$ cat config.mk
export PLATFORM = sky130hd
export DESIGN_NAME = ifetch_queue_flat
export DESIGN_NICKNAME = d
export VERILOG_FILES = /design/src/rtl/ifetch_queue_if.sv /design/src/rtl/ifetch_queue.sv /design/src/flat_wrapper.sv
export SDC_FILE = /design/constraint.sdc
export NUM_CORES = 1
export LEC_CHECK = 0
export ABC_CLOCK_PERIOD_IN_PS = 7500
export BUFFER_PORTS_ARGS = -buffer_cell sky130_fd_sc_hd__buf_2
export CAP_MARGIN = 20
export CORE_MARGIN = 4
export CORE_UTILIZATION = 62
export DETAILED_ROUTE_END_ITERATION = 8
export GPL_TIMING_DRIVEN = 0
export PLACE_DENSITY_LB_ADDON = 0.05
export SYNTH_ARGS = -nofsm -noshare
export SYNTH_HDL_FRONTEND = slang
export SYNTH_SLANG_ARGS = --single-unit
$ cat constraint.sdc
create_clock -name clk -period 7.5 [get_ports clk]
set_clock_uncertainty 0.05 [all_clocks]
set_input_delay 0.375 -clock clk [delete_from_list [all_inputs] [get_ports clk]]
set_output_delay 0.375 -clock clk [all_outputs]
set_load 0.005 [all_outputs]
$ cat src/rtl/ifetch_queue_if.sv
// Fetch-side bus of the instruction prefetch queue: redirect request,
// instruction handshake toward the fetch stage and the instruction SRAM port.
// The master modport is the queue; the slave modport is its environment.
interface ifetch_queue_if;
   logic        redirect_valid;
   logic [31:0] redirect_pc;
   logic        inst_valid;
   logic        inst_ready;
   logic [31:0] inst_data;
   logic [31:0] inst_pc;
   logic        isram_en;
   logic [13:0] isram_addr;
   logic [31:0] isram_dataout;

   modport master (
      input  redirect_valid,
      input  redirect_pc,
      input  inst_ready,
      input  isram_dataout,
      output inst_valid,
      output inst_data,
      output inst_pc,
      output isram_en,
      output isram_addr
   );

   modport slave (
      output redirect_valid,
      output redirect_pc,
      output inst_ready,
      output isram_dataout,
      input  inst_valid,
      input  inst_data,
      input  inst_pc,
      input  isram_en,
      input  isram_addr
   );
endinterface

$ cat src/rtl/ifetch_queue.sv
// Instruction prefetch queue. Issues sequential word reads to a one-cycle
// latency instruction SRAM, buffers returned words with their byte address in
// a small FIFO and hands them to the fetch stage over valid/ready. A redirect
// flushes both the buffered entries and the read still in flight.
//
// Stage _p0 is the SRAM request (fetch_pc drives the address); stage _p1 is
// the returning read, tracked by vld_p1/pc_p1 and written into the FIFO.
// Issue is credit based: buffered entries plus the in-flight read never
// exceed DEPTH, so a returning word always has a free slot.
module ifetch_queue #(
   parameter int unsigned DEPTH    = 4,
   parameter logic [31:0] RESET_PC = 32'h0000_0000
) (
   input  logic           clk,
   input  logic           rst,
   ifetch_queue_if.master bus
);

   localparam int AW = (DEPTH > 1) ? $clog2(DEPTH) : 1;
   localparam int NW = AW + 1;
   localparam int CW = AW + 2;
   localparam logic [CW-1:0] DEPTH_C = CW'(DEPTH);

   // Byte address forced onto a word boundary.
   function automatic logic [31:0] align_word(input logic [31:0] pc);
      return {pc[31:2], 2'b00};
   endfunction

   // Next sequential word address; wraps modulo 2^32.
   function automatic logic [31:0] next_word(input logic [31:0] pc);
      return pc + 32'd4;
   endfunction

   // Request stage
   logic [31:0]   fetch_pc;
   logic          issue;

   // Response stage
   logic          vld_p1;
   logic [31:0]   pc_p1;

   // FIFO storage and bookkeeping
   logic [31:0]   data_mem [DEPTH];
   logic [31:0]   pc_mem   [DEPTH];
   logic [AW-1:0] rd_ptr;
   logic [AW-1:0] wr_ptr;
   logic [NW-1:0] count;

   logic          head_vld;
   logic          pop;
   logic          push;
   logic [CW-1:0] occ;

   // Handshake decode and credit check; a pop in this cycle frees its slot
   // immediately so a full queue resumes issuing without a bubble.
   always_comb begin
      head_vld = (count != '0);
      pop      = head_vld && bus.inst_ready && !bus.redirect_valid;
      push     = vld_p1 && !bus.redirect_valid;
      occ      = CW'(count) + CW'(vld_p1) - CW'(pop);
      issue    = !rst && !bus.redirect_valid && (occ < DEPTH_C);
   end

   assign bus.inst_valid = head_vld;
   assign bus.inst_data  = data_mem[rd_ptr];
   assign bus.inst_pc    = pc_mem[rd_ptr];
   assign bus.isram_en   = issue;
   assign bus.isram_addr = fetch_pc[15:2];

   // Control state: fetch pointer, in-flight flag, FIFO pointers and count.
   // Reset and redirect both empty the queue and kill the in-flight read.
   always_ff @(posedge clk) begin
      if (rst) begin
         fetch_pc <= align_word(RESET_PC);
         vld_p1   <= 1'b0;
         rd_ptr   <= '0;
         wr_ptr   <= '0;
         count    <= '0;
      end else if (bus.redirect_valid) begin
         fetch_pc <= align_word(bus.redirect_pc);
         vld_p1   <= 1'b0;
         rd_ptr   <= '0;
         wr_ptr   <= '0;
         count    <= '0;
      end else begin
         vld_p1 <= issue;
         if (issue) begin
            fetch_pc <= next_word(fetch_pc);
         end
         if (push) begin
            wr_ptr <= wr_ptr + AW'(1);
         end
         if (pop) begin
            rd_ptr <= rd_ptr + AW'(1);
         end
         count <= count + NW'(push) - NW'(pop);
      end
   end

   // Datapath: remember the issued address and capture the returning word.
   always_ff @(posedge clk) begin
      if (issue) begin
         pc_p1 <= fetch_pc;
      end
      if (push) begin
         data_mem[wr_ptr] <= bus.isram_dataout;
         pc_mem[wr_ptr]   <= pc_p1;
      end
   end

endmodule

$ cat src/flat_wrapper.sv
// flat-port wrapper written by rule: the top's interface ports become plain ports
module ifetch_queue_flat 
#(
   parameter int unsigned DEPTH    = 4,
   parameter logic [31:0] RESET_PC = 32'h0000_0000
)
  (clk, rst, bus_redirect_valid, bus_redirect_pc, bus_inst_ready, bus_isram_dataout, bus_inst_valid, bus_inst_data, bus_inst_pc, bus_isram_en, bus_isram_addr);
  ifetch_queue_if bus_i ();
  input  logic clk;
  input  logic rst;
  input wire logic [$bits(bus_i.redirect_valid)-1:0] bus_redirect_valid;
  input wire logic [$bits(bus_i.redirect_pc)-1:0] bus_redirect_pc;
  input wire logic [$bits(bus_i.inst_ready)-1:0] bus_inst_ready;
  input wire logic [$bits(bus_i.isram_dataout)-1:0] bus_isram_dataout;
  output wire logic [$bits(bus_i.inst_valid)-1:0] bus_inst_valid;
  output wire logic [$bits(bus_i.inst_data)-1:0] bus_inst_data;
  output wire logic [$bits(bus_i.inst_pc)-1:0] bus_inst_pc;
  output wire logic [$bits(bus_i.isram_en)-1:0] bus_isram_en;
  output wire logic [$bits(bus_i.isram_addr)-1:0] bus_isram_addr;
  assign bus_i.redirect_valid = bus_redirect_valid;
  assign bus_i.redirect_pc = bus_redirect_pc;
  assign bus_i.inst_ready = bus_inst_ready;
  assign bus_i.isram_dataout = bus_isram_dataout;
  assign bus_inst_valid = bus_i.inst_valid;
  assign bus_inst_data = bus_i.inst_data;
  assign bus_inst_pc = bus_i.inst_pc;
  assign bus_isram_en = bus_i.isram_en;
  assign bus_isram_addr = bus_i.isram_addr;
  ifetch_queue #(.DEPTH(DEPTH), .RESET_PC(RESET_PC)) u_core (.clk(clk), .rst(rst), .bus(bus_i));
endmodule
==> metrics.cfg, run 1 <==
[die]
fp.dieH_um=149
rows=51
ios=148
initial_core_util=0.633
dieArea_mm2=0.0222
core_mm2=0.0195
die-width_um=149

[critical_path]
r2r-start=u_core.count[1]
r2r_cells=12
cp-start-kind=register
end_kind=output port
rr_endpoint=u_core.fetch_pc[7]
crit_path_max_fanout=36
reg2reg_slack_ns=3.63
worstPathRequired_ns=7.07
crit_arrival_ns=4.07
crit_type=reg -> out

[hold_path]
worstHoldStart=bus_isram_dataout[24]
min_path_type=in -> reg
hold_depth=1
min_to=u_core.data_mem[0][24]

[cts]
cts_sinks=318
cts_buffer_depth=3
post_cts_resized=0
numCtsBuffers=34
cts_root_buf=clkbuf_16
clk_latency_ns=0.49
tritoncts=built
h-tree-depth=2
hold_buffers=0
postCtsSetupBuffers=0
path_clk_slew_ns=0.06

[global_routing]
antenna_found_initial=0
grt_pass1_wl_um=38800
grt_max_degree=47
track_usage=0.227
first_global_vias=7034
grt-ovfl-total=0

[cells_and_area]
syn_to_final_growth_pct=19.1
instances_no_fill=1132
drive_above_1_share=0.349
num-nets-final=919
regArea_mm2=0.00915
multi_input_area_mm2=0.00288
final_util=0.753
fillCellCount=1184

[yosys]
synthFlopType=edfxtp_1
synth_edf_count=278
seq_area_frac_synth=0.741
netlist_area_mm2=0.0124
synthCells=657
synth-seq-cells=318
syn_avg_cell_area_um2=18.8
ys.warnings.count=0
synth.distinct_cells=56
synth-async-reset-ratio=0

[job]
max_cap_viol_count=0

[route]
via_count=6713
route.detailed.drc=0
routed_wirelength_um=24500
top_layer=met4
wl_met1_um=9930
first_pass_iters=5
routed-wl-met3_um=1680
ant_nets=0
drtIter0Drc=533
via_per_inst=5.93
post_drt_wl_per_cell_um=21.6
met2_length_um=12400

[placed_design]
dp_hpwl_um=15500
portBuffers=142
dp_slack_ns=3.54
placed_cells=1069
gp_congestion=0.931

[timing]
final_hold_viol_count=0
rsz0062_at_grt=no
fin_ws_ns=3.01
fin_crit_sh=0.599
setup_viol=0
max_freq_mhz=223
tns_ns=0
post-route-min-period_ns=4.49
drv_slew=0
relSlewSlack=0.430
tightestPinTransition_ns=0.854

[status]
status=finished clean

[power]
peakVddDrop_mv=0.205
p_leak_uw=0.00507
power_density_mw_per_mm2=262
power_uw=3860

[per-layer routing]
layer | up-vias | track usage
li1 | 2999 | -
met3 | 39 | 0.0416
met5 | - | 0
met4 | 0 | 0.0586
met2 | 282 | 0.379
met1 | 3393 | 0.316
[cells by family after synthesis]
family                     count (synthesis)  synth area share
and+or+nand+nor                           98            0.0464
other                                      1          0.000304
buffers and inverters                     73            0.0285
DFF                                      318             0.741
muxes                                     63             0.114
adders and majority gates                 11            0.0117
xor gates and xnor gates                  21            0.0149
AOI/OAI and AO/OA                         72            0.0438
[registers in the layout (all words and copies together), names as in the netlist, named ones only]
register         flops
u_core.count         3
u_core.data_mem    128
u_core.fetch_pc     30
u_core.pc_mem      120
u_core.pc_p1        30
u_core.rd_ptr        2
u_core.vld_p1        1
u_core.wr_ptr        2
[how the worst max path moves through the flow]
stage	start	to	slack, ns	depth (start not counted)
floorplan	u_core.count[1]	u_core.fetch_pc[3]	4.38	12
global placement	bus_redirect_valid	u_core.pc_mem[2][26]	3.23	4
detailed placement	u_core.count[1]	bus_isram_en	3.54	11
CTS	u_core.count[1]	bus_isram_en	2.98	11
global route	u_core.count[1]	bus_isram_en	2.75	11
finish	u_core.count[1]	bus_isram_en	3.01	11
[through the flow]
stage | hold slack (ns) | instance area [um^2]
floorplan | 0.382 | 12400
global placement | 0.395 | 13400
detailed placement | 0.414 | 13500
CTS | 0.0231 | 14700
global route | 0.0267 | 14700
finish | 0.0361 | 14700
[power by group]
part / internal (uW) / switching [uW] / leakage (uW)
registers: 1960 / 32.0 / 0.00286
clock network: 1080 / 644 / 0.000586
logic: 62.5 / 74.5 / 0.00162
[worst max-delay path, cell delays in order, from the launching register on]
cell and delay [ns]:
dfxtp_1 0.34, or3_1 0.44, and3_1 0.30, ha_1 0.22
inv_1 0.06, ha_1 0.24, and3b_1 0.21, nor4_4 0.28
buf_2 0.31, o21ai_2 0.22, inv_2 0.70, buf_2 0.24
[placed cells by master, fill, tap and decap left out, types with 3 or more instances in the layout]
master	n
nand4_1	8
bufinv_16	5
o2111ai_1	7
and3_4	4
o21ai_0	3
nor2_1	22
clkinv_1	4
clkbuf_1	24
and2_1	5
mux4_2	62
o21a_1	9
a311oi_1	5
xnor2_1	15
or3_1	11
a31oi_1	10
o31a_1	3
xor2_1	6
buf_16	4
and4_1	3
nand2_1	19
and3_1	3
dfxtp_1	40
clkinv_2	8
nand3_1	7
ha_1	10
edfxtp_1	278
a21oi_1	12
nor3_1	3
inv_1	27
o311ai_1	3
a211oi_1	4
clkbuf_16	37
buf_2	150
buf_4	16
o211ai_1	3
[synth_stat cells, types with 4 or more instances]
library cell	number	area share
edfxtp_1	278	0.68
mux4_2	62	0.11
dfxtp_1	40	0.065
inv_1	27	0.0082
nor2_1	22	0.0067
clkbuf_1	19	0.0058
nand2_1	19	0.0058
buf_4	16	0.0097
xnor2_1	15	0.011
a21oi_1	12	0.0049
or3_1	11	0.0056
a31oi_1	10	0.0051
ha_1	10	0.010
o21a_1	9	0.0055
buf_2	8	0.0032
nand4_1	8	0.0041
and3_1	7	0.0035
nand3_1	7	0.0028
o2111ai_1	7	0.0050
xor2_1	6	0.0043
a311oi_1	5	0.0035
and2_1	5	0.0025
a211oi_1	4	0.0024
[cell type report]
cell class | instances | share of cell area
Inverter | 28 | 0.00714
Antenna cell | 1 | 0.000170
Sequential cell | 318 | 0.622
Multi-Input combinational cell | 267 | 0.196
Clock inverter | 19 | 0.0151
Timing Repair Buffer | 146 | 0.0558
Buffer | 45 | 0.0168
Clock buffer | 43 | 0.0651
Tap cell | 265 | 0.0225
Note: power is estimated with default switching activity, not from simulation.
==> run 2, diff against run 1 <==
Settings changed: ABC_CLOCK_PERIOD_IN_PS 7500 to 4350, CORE_UTILIZATION 62 to 58.
Clock period 7.5 ns to 4.35 ns, I/O delays scaled along.
==> metrics.cfg, run 2 (synthesis gave the netlist of run 1 again) <==
[power]
power_density_mw_per_mm2=434  ; +66%
peakVddDrop_mv=0.296  ; +45%
p_leak_uw=0.00527  ; +3.9%

[global_routing]
grt_util_met2=0.336  ; -0.0429
grt_use_met1=0.297  ; -0.0190
grt-ovfl-total=0  ; unchanged
track_usage=0.209  ; -0.0178
grt_max_degree=47  ; unchanged
use_met3=0.0380  ; -0.00363
grt_pass1_wl_um=38700  ; -0.12%
grt_busiest_layer=met2
antenna_found_initial=0  ; unchanged
first_global_vias=7126  ; +1.3%

[critical_path]
end_kind=output port
crit_path_max_fanout=36  ; unchanged
critical_path.slowest_cell=inv_4
path_cells=or3_1 -> and3_1 -> ha_1 -> inv_1 -> ha_1 -> and3b_1 -> nor4_4 -> buf_2 -> o21ai_2 -> inv_4 -> buf_2
crit_arrival_ns=3.74  ; -0.33 ns
critPathTopFamily=simple AND/OR/NAND/NOR gates
cp-start-kind=register
worstPathRequired_ns=4.08  ; -2.99 ns
max_stage_delay_ns=0.45  ; -0.25 ns
cp_num_buf_inv=4  ; unchanged
crit_type=reg -> out

[die]
fp.dieH_um=154  ; +3.2%
initial_core_util=0.590  ; -0.0431
core_mm2=0.0210  ; +7.3%
dieArea_mm2=0.0237  ; +6.5%
rows=53  ; +3.9%
ios=148  ; unchanged
die-width_um=154  ; +3.2%

[cts]
clk_latency_ns=0.50  ; about the same
h-tree-depth=2  ; unchanged
cts_sinks=318  ; unchanged
numCtsBuffers=34  ; unchanged
cts_buffer_depth=3  ; unchanged
cts_root_buf=clkbuf_16
tritoncts=built
path_clk_slew_ns=0.06  ; about the same
postCtsSetupBuffers=0  ; unchanged

[timing]
relSlewSlack=0.509  ; +0.0795
tns_ns=0  ; unchanged
tightestPinTransition_ns=0.730  ; -0.125 ns
fin_ws_ns=0.345  ; -2.66 ns
max_freq_mhz=250
rsz0062_at_grt=no
setup_viol=0  ; unchanged
final_hold_viol_count=0  ; unchanged
fin_crit_sh=0.921
post-route-min-period_ns=4.01
hold_slack_ns=0.0335  ; -0.00254 ns
drv_slew=0  ; unchanged

[cells_and_area]
insertedDiodeCount=0  ; -1
reg.largest.list=u_core.data_mem (128), u_core.pc_mem (120)
largest_register_ffs=128  ; unchanged
num-nets-final=971  ; +5.7%
final_cell_mix=278 x edfxtp_1, 150 x buf_2, 62 x mux4_2
regArea_mm2=0.00915  ; unchanged
layout_commonest_cell=edfxtp_1
largest_register=u_core.data_mem
multi_input_area_mm2=0.00288  ; unchanged
fillCellCount=1331  ; +12%
final_cell_area_mm2=0.0152  ; +3.5%
syn_to_final_growth_pct=23.2
drive_above_1_share=0.324  ; -0.0248

[status]
status=finished clean

[hold_path]
min_path_type=in -> reg

[route]
via_count=6793  ; +1.2%
ant_nets=0  ; unchanged
route.detailed.drc=0  ; unchanged
routed_wirelength_um=24200  ; -0.91%
first_pass_iters=7  ; +2
drtIter0Drc=573  ; +7.5%
post_drt_wl_per_cell_um=20.3  ; -5.9%
via_per_inst=5.70  ; -3.9%

[placed_design]
portBuffers=142  ; unchanged
dp_slack_ns=0.535  ; -3.01 ns
placed_cell_area_mm2=0.0135  ; about the same
dp_hpwl_um=15600  ; +0.16%
gp_congestion=0.874  ; -6.2%

[job]
max_cap_viol_count=0  ; unchanged

[run 2: where the power goes]
part           switching, uW  internal (uW)  leakage, uW
Combinational            134            138      0.00184
Sequential              55.8           3380      0.00286
Clock                   1070           1830     0.000567
Total                   1260           5350      0.00527
[run 2: cell type report]
| type | instances | share of cell area |
|---|---|---|
| sequential | 318 | 0.601 |
| multi-input combinational | 267 | 0.189 |
| buffer | 45 | 0.0162 |
| timing repair buffer | 198 | 0.0881 |
| inverter | 28 | 0.00707 |
| clock buffer | 47 | 0.0653 |
| clock inverter | 14 | 0.0107 |
| tap | 275 | 0.0226 |
[run 2: layer usage]
metal | vias to the layer above | share of wire
li1 | 3106 | -
met1 | 3395 | 0.43
met2 | 254 | 0.50
met3 | 38 | 0.054
met4 | 0 | 0.016
met5 | - | 0
[run 2: worst paths after layout]
check,startpoint,cells after the start,endpoint,slack [ns]
max,u_core.count[1],11,bus_isram_en,0.34
min,bus_redirect_pc[26],4,u_core.fetch_pc[26],0.03
max reg2reg,u_core.count[1],12,u_core.fetch_pc[3],0.78
min reg2reg,u_core.pc_p1[27],0,u_core.pc_mem[3][27],0.45
[run 2: per-stage QoR]
stage | std cells | total power (uW) | util
2_1_floorplan | 658 | 3610 | -
3_3_place_gp | 1075 | 3720 | 0.640
3_5_place_dp | 1079 | 3740 | 0.646
4_1_cts | 1192 | 6680 | 0.726
5_1_grt | 1192 | 6860 | 0.726
6_report | 1192 | 6610 | 0.726
[run 2: worst reg2reg max path: cells and delay by family, from the launching register on]
family / cells / cell delay (ns)
AND/OR/NAND/NOR: 5 / 1.35
buffers and inverters: 3 / 0.81
adder cells (fa/ha/maj): 2 / 0.44
flip-flops: 1 / 0.33
AO/OA/AOI/OAI: 2 / 0.51
[run 2: repair_timing]
item                                   4_1_cts  5_1_grt
endpoints found under the hold margin      148        0
setup endpoints to repair                    0        1
hold buffers                                52        0
resized for setup                            0        2
